$ cat config.mk
export PLATFORM = sky130hd
export DESIGN_NAME = iterative_shifter
export DESIGN_NICKNAME = d
export VERILOG_FILES = /design/src/rtl/iterative_shifter_pkg.sv /design/src/rtl/iterative_shifter_shift_step.sv /design/src/rtl/iterative_shifter.sv
export SDC_FILE = /design/constraint.sdc
export NUM_CORES = 1
export LEC_CHECK = 0
export BUFFER_PORTS_ARGS = -buffer_cell sky130_fd_sc_hd__clkbuf_2
export CORE_ASPECT_RATIO = 0.6
export CORE_MARGIN = 3
export CORE_UTILIZATION = 50
export CTS_CLUSTER_DIAMETER = 60
export DETAILED_ROUTE_END_ITERATION = 10
export GPL_ROUTABILITY_DRIVEN = 0
export PLACE_DENSITY = 0.77
export SYNTH_ARGS = -nofsm -noshare
export SYNTH_HDL_FRONTEND = slang
export SYNTH_SLANG_ARGS = --single-unit
$ cat constraint.sdc
create_clock -name clk -period 4 [get_ports clk]
set_clock_uncertainty 0.1 [all_clocks]
set_input_delay 0.8 -clock clk [delete_from_list [all_inputs] [get_ports clk]]
set_output_delay 0.8 -clock clk [all_outputs]
set_load 0.05 [all_outputs]
$ cat src/rtl/iterative_shifter_pkg.sv
// Shared definitions for the iterative shifter: mode codes and FSM state encoding.
package shifter_pkg;

  localparam logic [1:0] MODE_SLL = 2'b00;
  localparam logic [1:0] MODE_SRL = 2'b01;
  localparam logic [1:0] MODE_SRA = 2'b10;
  localparam logic [1:0] MODE_ROR = 2'b11;

  typedef enum logic [1:0] {
    IDLE  = 2'd0,
    SHIFT = 2'd1,
    DONE  = 2'd2
  } state_e;

endpackage

$ cat src/rtl/iterative_shifter_shift_step.sv
// Combinational single shift stage: moves acc by k (0..STEP) positions for the given mode.
// Mode 11 is a rotate right when ITERATIVE_SHIFTER_ROTATE_EN is defined, otherwise SLL.
module shift_step
  import shifter_pkg::*;
#(
  parameter int N  = 32,
  parameter int KW = 1
) (
  input  logic [N-1:0]  acc_i,
  input  logic [KW-1:0] k_i,
  input  logic [1:0]    mode_i,
  output logic [N-1:0]  acc_o
);

  always_comb begin
    acc_o = acc_i << k_i;
    case (mode_i)
      MODE_SRL: acc_o = acc_i >> k_i;
      MODE_SRA: acc_o = $unsigned($signed(acc_i) >>> k_i);
`ifdef ITERATIVE_SHIFTER_ROTATE_EN
      // k == N wraps fully: the right half becomes zero and the left half is acc itself
      MODE_ROR: acc_o = (acc_i >> k_i) | (acc_i << (N - int'(k_i)));
`endif
      default: ;
    endcase
  end

endmodule

$ cat src/rtl/iterative_shifter.sv
// Multi-cycle variable-amount shifter (SLL/SRL/SRA) moving up to STEP bits per cycle,
// with valid/ready on both sides. Optional ROR on mode 11 via ITERATIVE_SHIFTER_ROTATE_EN.
module iterative_shifter
  import shifter_pkg::*;
#(
  parameter  int N    = 32,
  parameter  int STEP = 1,
  localparam int SHW  = $clog2(N)
) (
  input  logic           clk,
  input  logic           rst_n,
  input  logic           in_valid,
  output logic           in_ready,
  input  logic [N-1:0]   in_data,
  input  logic [SHW-1:0] in_shamt,
  input  logic [1:0]     in_mode,
  output logic           out_valid,
  input  logic           out_ready,
  output logic [N-1:0]   out_data
);

  localparam int KW = $clog2(STEP + 1);

  state_e         state_q, state_d;
  logic [N-1:0]   acc_q, acc_d, step_acc;
  logic [SHW-1:0] rem_q, rem_d;
  logic [1:0]     mode_q, mode_d;
  logic           out_valid_q, out_valid_d;
  logic [KW-1:0]  k;

  // k = min(STEP, rem)
  assign k = (int'(rem_q) < STEP) ? KW'(rem_q) : KW'(STEP);

  shift_step #(.N(N), .KW(KW)) u_step (
    .acc_i  (acc_q),
    .k_i    (k),
    .mode_i (mode_q),
    .acc_o  (step_acc)
  );

  always_comb begin
    state_d     = state_q;
    acc_d       = acc_q;
    rem_d       = rem_q;
    mode_d      = mode_q;
    out_valid_d = out_valid_q;
    case (state_q)
      IDLE: begin
        if (in_valid) begin
          acc_d  = in_data;
          rem_d  = in_shamt;
          mode_d = in_mode;
          if (in_shamt == '0) begin
            state_d     = DONE;
            out_valid_d = 1'b1;
          end else begin
            state_d = SHIFT;
          end
        end
      end
      SHIFT: begin
        acc_d = step_acc;
        rem_d = rem_q - SHW'(k);
        if (rem_d == '0) begin
          state_d     = DONE;
          out_valid_d = 1'b1;
        end
      end
      DONE: begin
        if (out_ready) begin
          state_d     = IDLE;
          out_valid_d = 1'b0;
        end
      end
      default: begin
        state_d     = IDLE;
        out_valid_d = 1'b0;
      end
    endcase
  end

  always_ff @(posedge clk) begin
    if (!rst_n) begin
      state_q     <= IDLE;
      acc_q       <= '0;
      rem_q       <= '0;
      mode_q      <= MODE_SLL;
      out_valid_q <= 1'b0;
    end else begin
      state_q     <= state_d;
      acc_q       <= acc_d;
      rem_q       <= rem_d;
      mode_q      <= mode_d;
      out_valid_q <= out_valid_d;
    end
  end

  assign in_ready  = (state_q == IDLE);
  assign out_valid = out_valid_q;
  assign out_data  = acc_q;

endmodule

# After elaboration in Yosys (flattened, before gate mapping)

Index checks and enable logic that the tools add are counted.

Bitwise gates (word level): 0
Shift operators: 3
Reductions and logical operators: 8
$add $sub $neg: 1
Multiply operators: 0
Equal/unequal tests: 8
Order comparisons: 1
Multiplexer cells: 16
Divide/modulo/power cells: 0

Operators by type and width:

| cell                                                        | count |
|---|---|
| case mux 32 bit (2 select lines)                            | 2 |
| two-way mux 32 bit                                          | 1 |
| left shift 32 x 1 -> 32 bit                                 | 1 |
| right shift 32 x 1 -> 32 bit                                | 1 |
| >>> shifter 32 x 1 -> 32 bit                                | 1 |
| zero test 5 bit                                             | 2 |
| case mux 5 bit (2 select lines)                             | 1 |
| two-way mux 2 bit                                           | 4 |
| != test 2 bit (second input constant)                       | 3 |
| case mux 2 bit (3 select lines)                             | 1 |
| less-than comparator 5 x 1 -> 1 bit (second input constant) | 1 |
| two-way mux 1 bit                                           | 5 |
| two-way mux 5 bit                                           | 1 |
| subtractor 5 x 1 -> 5 bit                                   | 1 |
| == test 2 x 1 -> 1 bit (second input constant)              | 2 |
| == test 2 bit (second input constant)                       | 2 |
| AND reduction 2 bit                                         | 2 |
| AND reduction 4 bit                                         | 1 |
| case mux 1 bit (3 select lines)                             | 1 |
| AND reduction 3 bit                                         | 1 |
| zero test 2 bit                                             | 1 |
| != test 2 x 1 -> 1 bit (second input constant)              | 1 |
| nonzero test 2 bit                                          | 1 |

Memories kept: 0
Bits in registers: 42
Word-level logic and storage cells: 42
Output and inout port bits: 34
Input bits: 43
RAM bits: 0
Bits in latches: 0
ROM bits: 0

# Logic depth before layout (Yosys ltp)

Gate-level depths: netlist of the first run.

Word-level depth: 6
Gate-level depth with buffers: 8
Gate-level depth less buffers: 7

# Hierarchy

From an unflattened synthesis of the first run, not the netlist that was laid out.

Cells, all modules: 388
Area total of the unflattened synthesis: 3198.1 um^2

Modules (own cells, without submodules):

| module            | sequential area each (um^2) | cells an instance | times used | area an instance (um^2) |
|---|---|---|---|---|
| iterative_shifter | 840.8                       | 256               | 1          | 2275.9 |
| shift_step        | 0.0                         | 132               | 1          | 922.1 |

# Least setup slack after synthesis of the first run

OpenSTA, ideal clock, no wires.

Kind: reg-to-output
From: register state_q[0]
To: output in_ready
Stages on the path, launching flop included: 4
Setup slack: 1.714 ns
Buffers on the path: 2
Arrival: 1.386 ns
Required time: 3.100 ns
Path through: dfxtp_1 -> buf_2 -> clkbuf_1 -> nor2_1

Longest elaborated chain between the ends: 1

Ends and longest elaborated chain:

| item                     | line                    | source |
|---|---|---|
| start: declaration       | iterative_shifter.sv:24 | `state_e state_q, state_d;` |
| start signal: assignment | iterative_shifter.sv:90 | `state_q <= state_d;` |
| zero test 2 bit          | iterative_shifter.sv:98 | `assign in_ready = (state_q == IDLE);` |
| end: declaration         | iterative_shifter.sv:13 | `output logic in_ready,` |

Every way passes these cells.

# Worst setup path after layout of the first run

From: register state_q[0]
To: register acc_q[1] (netlist: out_data[1])

Longest elaborated chain between the ends: 3
Elaborated cells between the ends (all ways): 6
Those cells by class: 2 x eq/ne; 1 x mux; 3 x reduce/logical

Ends and longest elaborated chain:

| item                                                                 | line                    | source |
|---|---|---|
| == test 2 x 1 -> 1 bit or zero test 2 bit (tied branches)            | iterative_shifter.sv:47 | `case (state_q)` |
| nonzero test 2 bit (no source line) or != test 2 bit (tied branches) | n/a                     |  |
| AND reduction 2 bit (no source line)                                 | n/a                     |  |
| end signal: assignment                                               | iterative_shifter.sv:85 | `acc_q <= '0;` |
| end signal: assignment                                               | iterative_shifter.sv:91 | `acc_q <= acc_d;` |
| end: declaration                                                     | iterative_shifter.sv:25 | `logic [N-1:0] acc_q, acc_d, step_acc;` |

Parallel ways exist; a longest one is shown, timed or not.
A chain may end at the register's enable or synchronous reset.

==> flow_summary.json, run 1 <==
{
  "via_per_inst": 6.06,
  "regToRegSetupSlack_ns": 1.38,
  "final-seq-area_um2": 841,
  "die_area_um2": 6370,
  "cp.required_ns": 4.13,
  "fin_setup_tns_ns": 0,
  "start_util": 0.525,
  "cts_resized": 0,
  "clockBufferDepth": 2,
  "min_period_ns": 2.62,
  "grt_pass1_vias": 2604,
  "slowest_stage": "a41oi_2",
  "worstSetupEndpoint": "out_data[1]",
  "syn-num-nets": 424,
  "drc": 0,
  "core-area_um2": 5150,
  "worstSkewPairLatency_ns": 0.30,
  "ys_warn_count": 0,
  "worst_pin_slew_ns": 1.19,
  "antenna_found_initial": 0,
  "max_stage_delay_ns": 0.98,
  "ys_types": 49,
  "grt_busiest_layer": "met1",
  "gr-usage-met1": 0.377,
  "ir_drop_mv": 0.314,
  "grt_overflow_total": 0,
  "syn_inst": 377,
  "dp_slack_ns": 1.28,
  "multi_input_area_um2": 1690,
  "detail-route-antenna-nets": 0,
  "slew_violations": 0,
  "fin_nets": 478,
  "fill_cells": 484,
  "cts_hold_buf": 0,
  "use_met2": 0.343,
  "min_period_over_period": 0.655,
  "die_w_um": 101,
  "wire_per_inst_um": 15.9,
  "dp.cells": 490,
  "path_buf_inv": 0,
  "rsz0062_at_grt": "no",
  "setup_slack_ns": 1.38,
  "end_kind": "register",
  "htreeDepth": 2,
  "route.vias.total": 3019,
  "grtUsageTotal": 0.246,
  "slew_headroom": 0.208,
  "power_per_cell_area_nw_per_um2": 689,
  "met3_usage": 0.0580,
  "ioPinCount": 77,
  "crit_start": "state_q[0]",
  "setup_viol": 0,
  "worstReg2RegStart": "state_q[0]",
  "drive_gt1_frac": 0.222,
  "first_pass_iters": 5,
  "io_buffers": 76,
  "cts_root_buffer": "clkbuf_8",
  "fin_cells": 498,
  "cpLargestDelayFamily": "compound AO/OA/AOI/OAI gates",
  "cts.sinks": 42,
  "finalCoreUtilization": 0.621,
  "drt_iter0_drc": 242,
  "routed_wl_um": 7910,
  "die_h_um": 63.0,
  "antenna_cells": 0,
  "hold_violations": 0,
  "criticalPathCategory": "reg2reg",
  "grt_pass1_wl_um": 12900,
  "status": "finished clean",
  "grt_max_degree": 45,
  "cp.depth": 4,
  "cp_max_fo": 29,
  "syn_area_um2": 2710,
  "reg2reg_to": "out_data[1]",
  "clkTransAtPathRegs_ns": 0.09,
  "synth-seq-cells": 42,
  "path_cells": "o21bai_1 > a41oi_2 > o21ai_0 > a41oi_1",
  "dp_hpwl_um": 5470,
  "ys_seq_area_frac": 0.310,
  "numCtsBuffers": 5,
  "post-cts-setup-buffers": 0,
  "cp.arrival_ns": 2.75,
  "syn-mean-instance-area_um2": 7.19,
  "reg2reg_depth": 4,
  "fmax_mhz": 382,
  "hold_class": "reg2reg",
  "leakage_nw": 1.31,
  "cts_tree": "done",
  "async_flop_share": 0,
  "synthFlopType": "dfxtp_1",
  "cp-start-kind": "register",
  "syn2layout_area_growth_pct": 18.2,
  "rows": 20,
  "cap_violations": 0,
  "synth_edf_count": 0
}
## routing by layer
| metal | vias to the layer above | share of wire |
|---|---|---|
| li1 | 1478 | - |
| met1 | 1384 | 0.48 |
| met2 | 149 | 0.42 |
| met3 | 8 | 0.097 |
| met4 | 0 | 0.0064 |
| met5 | - | 0 |
## layout by cell type (no fill, tap or decap), drive strengths merged, types with 4 or more instances in the layout
cell type / n
buf: 4
dfxtp: 42
nor3: 4
clkbuf: 82
a221o: 26
inv: 9
a21oi: 58
nand3: 4
nor2: 37
ha: 4
nand2: 69
a21boi: 7
nand2b: 4
o21ai: 33
## where the power goes
| part | leakage [nW] | internal, mW | switching, mW |
|---|---|---|---|
| Sequential | 0.348 | 0.528 | 0.163 |
| Combinational | 0.894 | 0.331 | 0.761 |
| Clock | 0.0714 | 0.266 | 0.156 |
## metrics by stage
stage / hold WS [ns] / cell area [um^2] / total power, mW
after CTS: 0.400 / 3200 / 2.19
final: 0.401 / 3200 / 2.21
after global placement: 0.378 / 3060 / 1.75
after global routing: 0.424 / 3200 / 2.33
after detailed placement: 0.387 / 3060 / 1.78
after floorplan: 0.360 / 2710 / 1.52
## worst min path at each step
stage,start,to,cells past startpoint
final,mode_q[1],mode_q[1],2
after global routing,mode_q[1],mode_q[1],2
after CTS,mode_q[1],mode_q[1],2
after detailed placement,out_valid,out_valid,1
after global placement,out_valid,out_valid,1
after floorplan,mode_q[1],mode_q[1],2
## flip-flops by register name, summed over array words and instances, names as in the netlist
signal / cells
mode_q: 2
state_q: 2
out_data: 32
rem_q: 5
out_valid: 1
## final cells by class
| type | instances | area share |
|---|---|---|
| clock inverter | 2 | 0.0188 |
| inverter | 10 | 0.0117 |
| clock buffer | 6 | 0.0258 |
| tap | 66 | 0.0258 |
| timing repair buffer | 80 | 0.128 |
| multi-input combinational | 292 | 0.527 |
| sequential | 42 | 0.263 |
## synth_stat cells (all sizes together) (4+ instances only)
cell / count / area (um^2)
ha: 4 / 50.1
a21oi: 58 / 294
buf: 12 / 73.8
clkbuf: 21 / 78.8
a21boi: 7 / 52.6
nor2: 37 / 139
a221o: 26 / 260
nand3: 4 / 20.0
nor3: 4 / 20.0
inv: 9 / 33.8
nand2b: 4 / 25.0
dfxtp: 42 / 841
o21ai: 33 / 165
nand2: 69 / 259
## cell families (layout without fill, tap and decap cells)
group           after synthesis  after routing  synth area share
flops                        42             42             0.310
xor+xnor                      2              2           0.00647
fa+ha+maj                     4              4            0.0185
mux                           1              1           0.00370
simple gates                128            128             0.202
compound gates              157            157             0.389
buf+inv                      43             98            0.0702
## worst min-delay path, delay by kind of cell, from the launching register on
family / cells / cell delay [ns]
compound gates: 1 / 0.07
simple gates: 1 / 0.05
flops: 1 / 0.34
(Power assumes the default switching activity.)
==> run 2: changes to the inputs <==
--- a/config.mk
+++ b/config.mk
@@ -5,6 +5,7 @@
 export SDC_FILE = /design/constraint.sdc
 export NUM_CORES = 1
 export LEC_CHECK = 0
+export ABC_AREA = 1
 export BUFFER_PORTS_ARGS = -buffer_cell sky130_fd_sc_hd__clkbuf_2
 export CORE_ASPECT_RATIO = 0.6
 export CORE_MARGIN = 3
==> constraint.sdc (replaced) <==
create_clock -name clk -period 2.7 [get_ports clk]
set_clock_uncertainty 0.1 [all_clocks]
set_input_delay 0.54 -clock clk [delete_from_list [all_inputs] [get_ports clk]]
set_output_delay 0.54 -clock clk [all_outputs]
set_load 0.05 [all_outputs]
==> run 2 against run 1 <==
Cell count grew 13%. Clock power up 21%. Routed wire length grew 1.2%. Sequential share of layout area barely moved. Final area about the same. Largest cell class unchanged. Critical path type unchanged. Critical endpoint is now out_data[9].
==> flow_summary.json, run 2 <==
{
  "status": "finished clean",
  "yosysMostFrequentCell": "nand2_1",
  "regToRegSetupSlack_ns": 0.37,
  "hp-start": "out_valid",
  "reg2reg_depth": 9,
  "worstReg2RegStart": "mode_q[0]",
  "slew_violations": 0,
  "min_period_ns": 2.33,
  "crit_start": "mode_q[0]",
  "synthFlopType": "dfxtp_1",
  "drc": 0,
  "setup_viol": 0,
  "yosys.area.top_type_share": 0.312,
  "cts_hold_buf": 0,
  "syn_inst": 431,
  "synth_edf_count": 0,
  "min_period_over_period": 0.861,
  "via_per_inst": 5.52,
  "layout_common_cells": "nand2_1, clkbuf_2, o21ai_0, dfxtp_1, nor2_1",
  "syn-mean-instance-area_um2": 6.26,
  "wire_per_inst_um": 14.2,
  "first_pass_iters": 5,
  "syn-num-nets": 478,
  "yosys-top-cells-count": "nand2_1, o21ai_0, dfxtp_1, nor2_1, a21oi_1",
  "worstSkewPairLatency_ns": 0.30,
  "hold_depth": 2,
  "detail-route-antenna-nets": 0,
  "hold_class": "reg2reg",
  "path_cells": "inv_1 > ha_1 > nand2_4 > inv_2 > a21oi_4 > buf_4 > o21ai_0 > nor2_1 > nor2_1",
  "ioPinCount": 77,
  "path_buf_inv": 3,
  "cp.required_ns": 2.79,
  "largest_register_ff_count": 32,
  "fin_setup_tns_ns": 0,
  "drive_gt1_frac": 0.206,
  "clkTransAtPathRegs_ns": 0.09,
  "cp_max_fo": 46,
  "ys_types": 30,
  "power_per_cell_area_nw_per_um2": 1120,
  "fill_cells": 513,
  "rsz0062_at_grt": "no",
  "dp_hpwl_um": 5490,
  "drt_iter0_drc": 270,
  "hold_violations": 0,
  "grtUsageTotal": 0.254,
  "cts_root_buffer": "clkbuf_8",
  "leakage_nw": 1.56,
  "grt_max_degree": 47,
  "rows": 20,
  "htreeDepth": 2,
  "cp.arrival_ns": 2.42,
  "post-cts-setup-buffers": 0,
  "route.vias.total": 3118,
  "ir_drop_mv": 0.407,
  "antenna_found_initial": 0,
  "io_buffers": 76,
  "ys_warn_count": 0,
  "die_w_um": 101,
  "clockBufferDepth": 2,
  "numCtsBuffers": 5,
  "synth_area_leaders": "dfxtp_1, nand2_1, o21ai_0",
  "ys_seq_area_frac": 0.312,
  "cts_tree": "done",
  "syn2layout_area_growth_pct": 18.6,
  "slew_headroom": 0.515,
  "cts.sinks": 42,
  "grt_overflow_total": 0,
  "antenna_cells": 0,
  "fmax_mhz": 430,
  "hold_end": "out_valid",
  "grt_pass1_wl_um": 13200,
  "routed_wl_um": 8010,
  "die_area_um2": 6340,
  "layout_commonest_cell": "nand2_1",
  "end_kind": "register",
  "cap_violations": 0,
  "reg2reg_to": "out_data[9]",
  "syn_area_um2": 2700,
  "fin_nets": 545,
  "criticalPathCategory": "reg2reg",
  "cts_resized": 0,
  "cp-start-kind": "register",
  "setup_slack_ns": 0.374,
  "worst_pin_slew_ns": 0.728,
  "cp_common_cell": "nor2_1",
  "start_util": 0.526,
  "grt_pass1_vias": 2727,
  "synth-seq-cells": 42,
  "dp_slack_ns": 0.467,
  "die_h_um": 62.9,
  "core-area_um2": 5130,
  "synth_top_area_cell": "dfxtp_1",
  "max_stage_delay_ns": 0.38,
  "async_flop_share": 0,
  "slowest_stage": "buf_4",
  "cpLargestDelayFamily": "buffers and inverters"
}
run 2: cell count changes in the layout (fill, tap and decap cells not counted), sizes merged, moves of 4 or more:
| cell | previous run | this run |
|---|---|---|
| a21boi | 7 | 0 |
| a21oi | 58 | 29 |
| a221o | 26 | 0 |
| a31oi | 2 | 10 |
| buf | 4 | 9 |
| inv | 9 | 23 |
| nand2 | 69 | 154 |
| nand2b | 4 | 0 |
| nand3 | 4 | 25 |
| nand4 | 0 | 4 |
| nor2 | 37 | 42 |
| o21ai | 33 | 55 |
| o2bb2ai | 0 | 8 |
run 2: cell type report:
| type | count | area (um^2) | share of cell area |
|---|---|---|---|
| inverters | 23 | 86.3 | 0.0270 |
| multi-input cells | 341 | 1620 | 0.507 |
| repair buffers | 85 | 460 | 0.144 |
| flip-flops and latches | 42 | 841 | 0.263 |
| well taps | 66 | 82.6 | 0.0258 |
| clock buffers | 7 | 76.3 | 0.0238 |
| clock inverters | 1 | 30.0 | 0.00938 |
run 2: worst reg2reg max path, delay by kind of cell, from the launching register on:
kind	cells	cell delay, ns
DFF	1	0.34
adders and majority gates	1	0.33
and+or+nand+nor	3	0.44
AOI/OAI and AO/OA	2	0.39
buffers and inverters	3	0.61
run 2: report_power, final:
group / total [mW] / switching [mW] / internal, mW
Clock: 0.511 / 0.233 / 0.277
Combinational: 2.06 / 1.51 / 0.553
Sequential: 1.00 / 0.202 / 0.801
Total: 3.57 / 1.94 / 1.63
run 2: worst max path at each step:
stage	to	slack, ns	depth (start not counted)
2_1_floorplan	out_data[27]	0.89	9
3_3_place_gp	out_data[5]	0.56	9
3_5_place_dp	out_data[19]	0.47	9
4_1_cts	out_data[9]	0.41	9
5_1_grt	out_data[9]	0.26	9
6_report	out_data[9]	0.37	9
run 2: routing by layer:
layer / global-route usage / wire length [um] / up-vias
met5: 0 / 0 / -
met4: 0.0521 / 58 / 0
met3: 0.0491 / 750 / 9
met2: 0.370 / 3360 / 154
met1: 0.385 / 3840 / 1391
li1: - / - / 1564
run 2: cells by family (layout without fill, tap and decap cells):
group | after synthesis | after routing | synth area share
AO/OA/AOI/OAI | 110 | 110 | 0.235
adder cells (fa/ha/maj) | 4 | 4 | 0.0185
buffers and inverters | 48 | 116 | 0.0867
flip-flops | 42 | 42 | 0.312
AND/OR/NAND/NOR | 227 | 227 | 0.349
run 2: stage by stage:
step | hold WS [ns] | cell area [um^2] | total power [mW] | utilization | std cells
floorplan | 0.351 | 2700 | 2.58 | - | 431
global placement | 0.367 | 3090 | 3.01 | 0.603 | 557
detailed placement | 0.373 | 3090 | 3.04 | 0.603 | 557
CTS | 0.384 | 3200 | 3.54 | 0.624 | 565
global route | 0.411 | 3200 | 3.81 | 0.624 | 565
finish | 0.383 | 3200 | 3.57 | 0.624 | 565
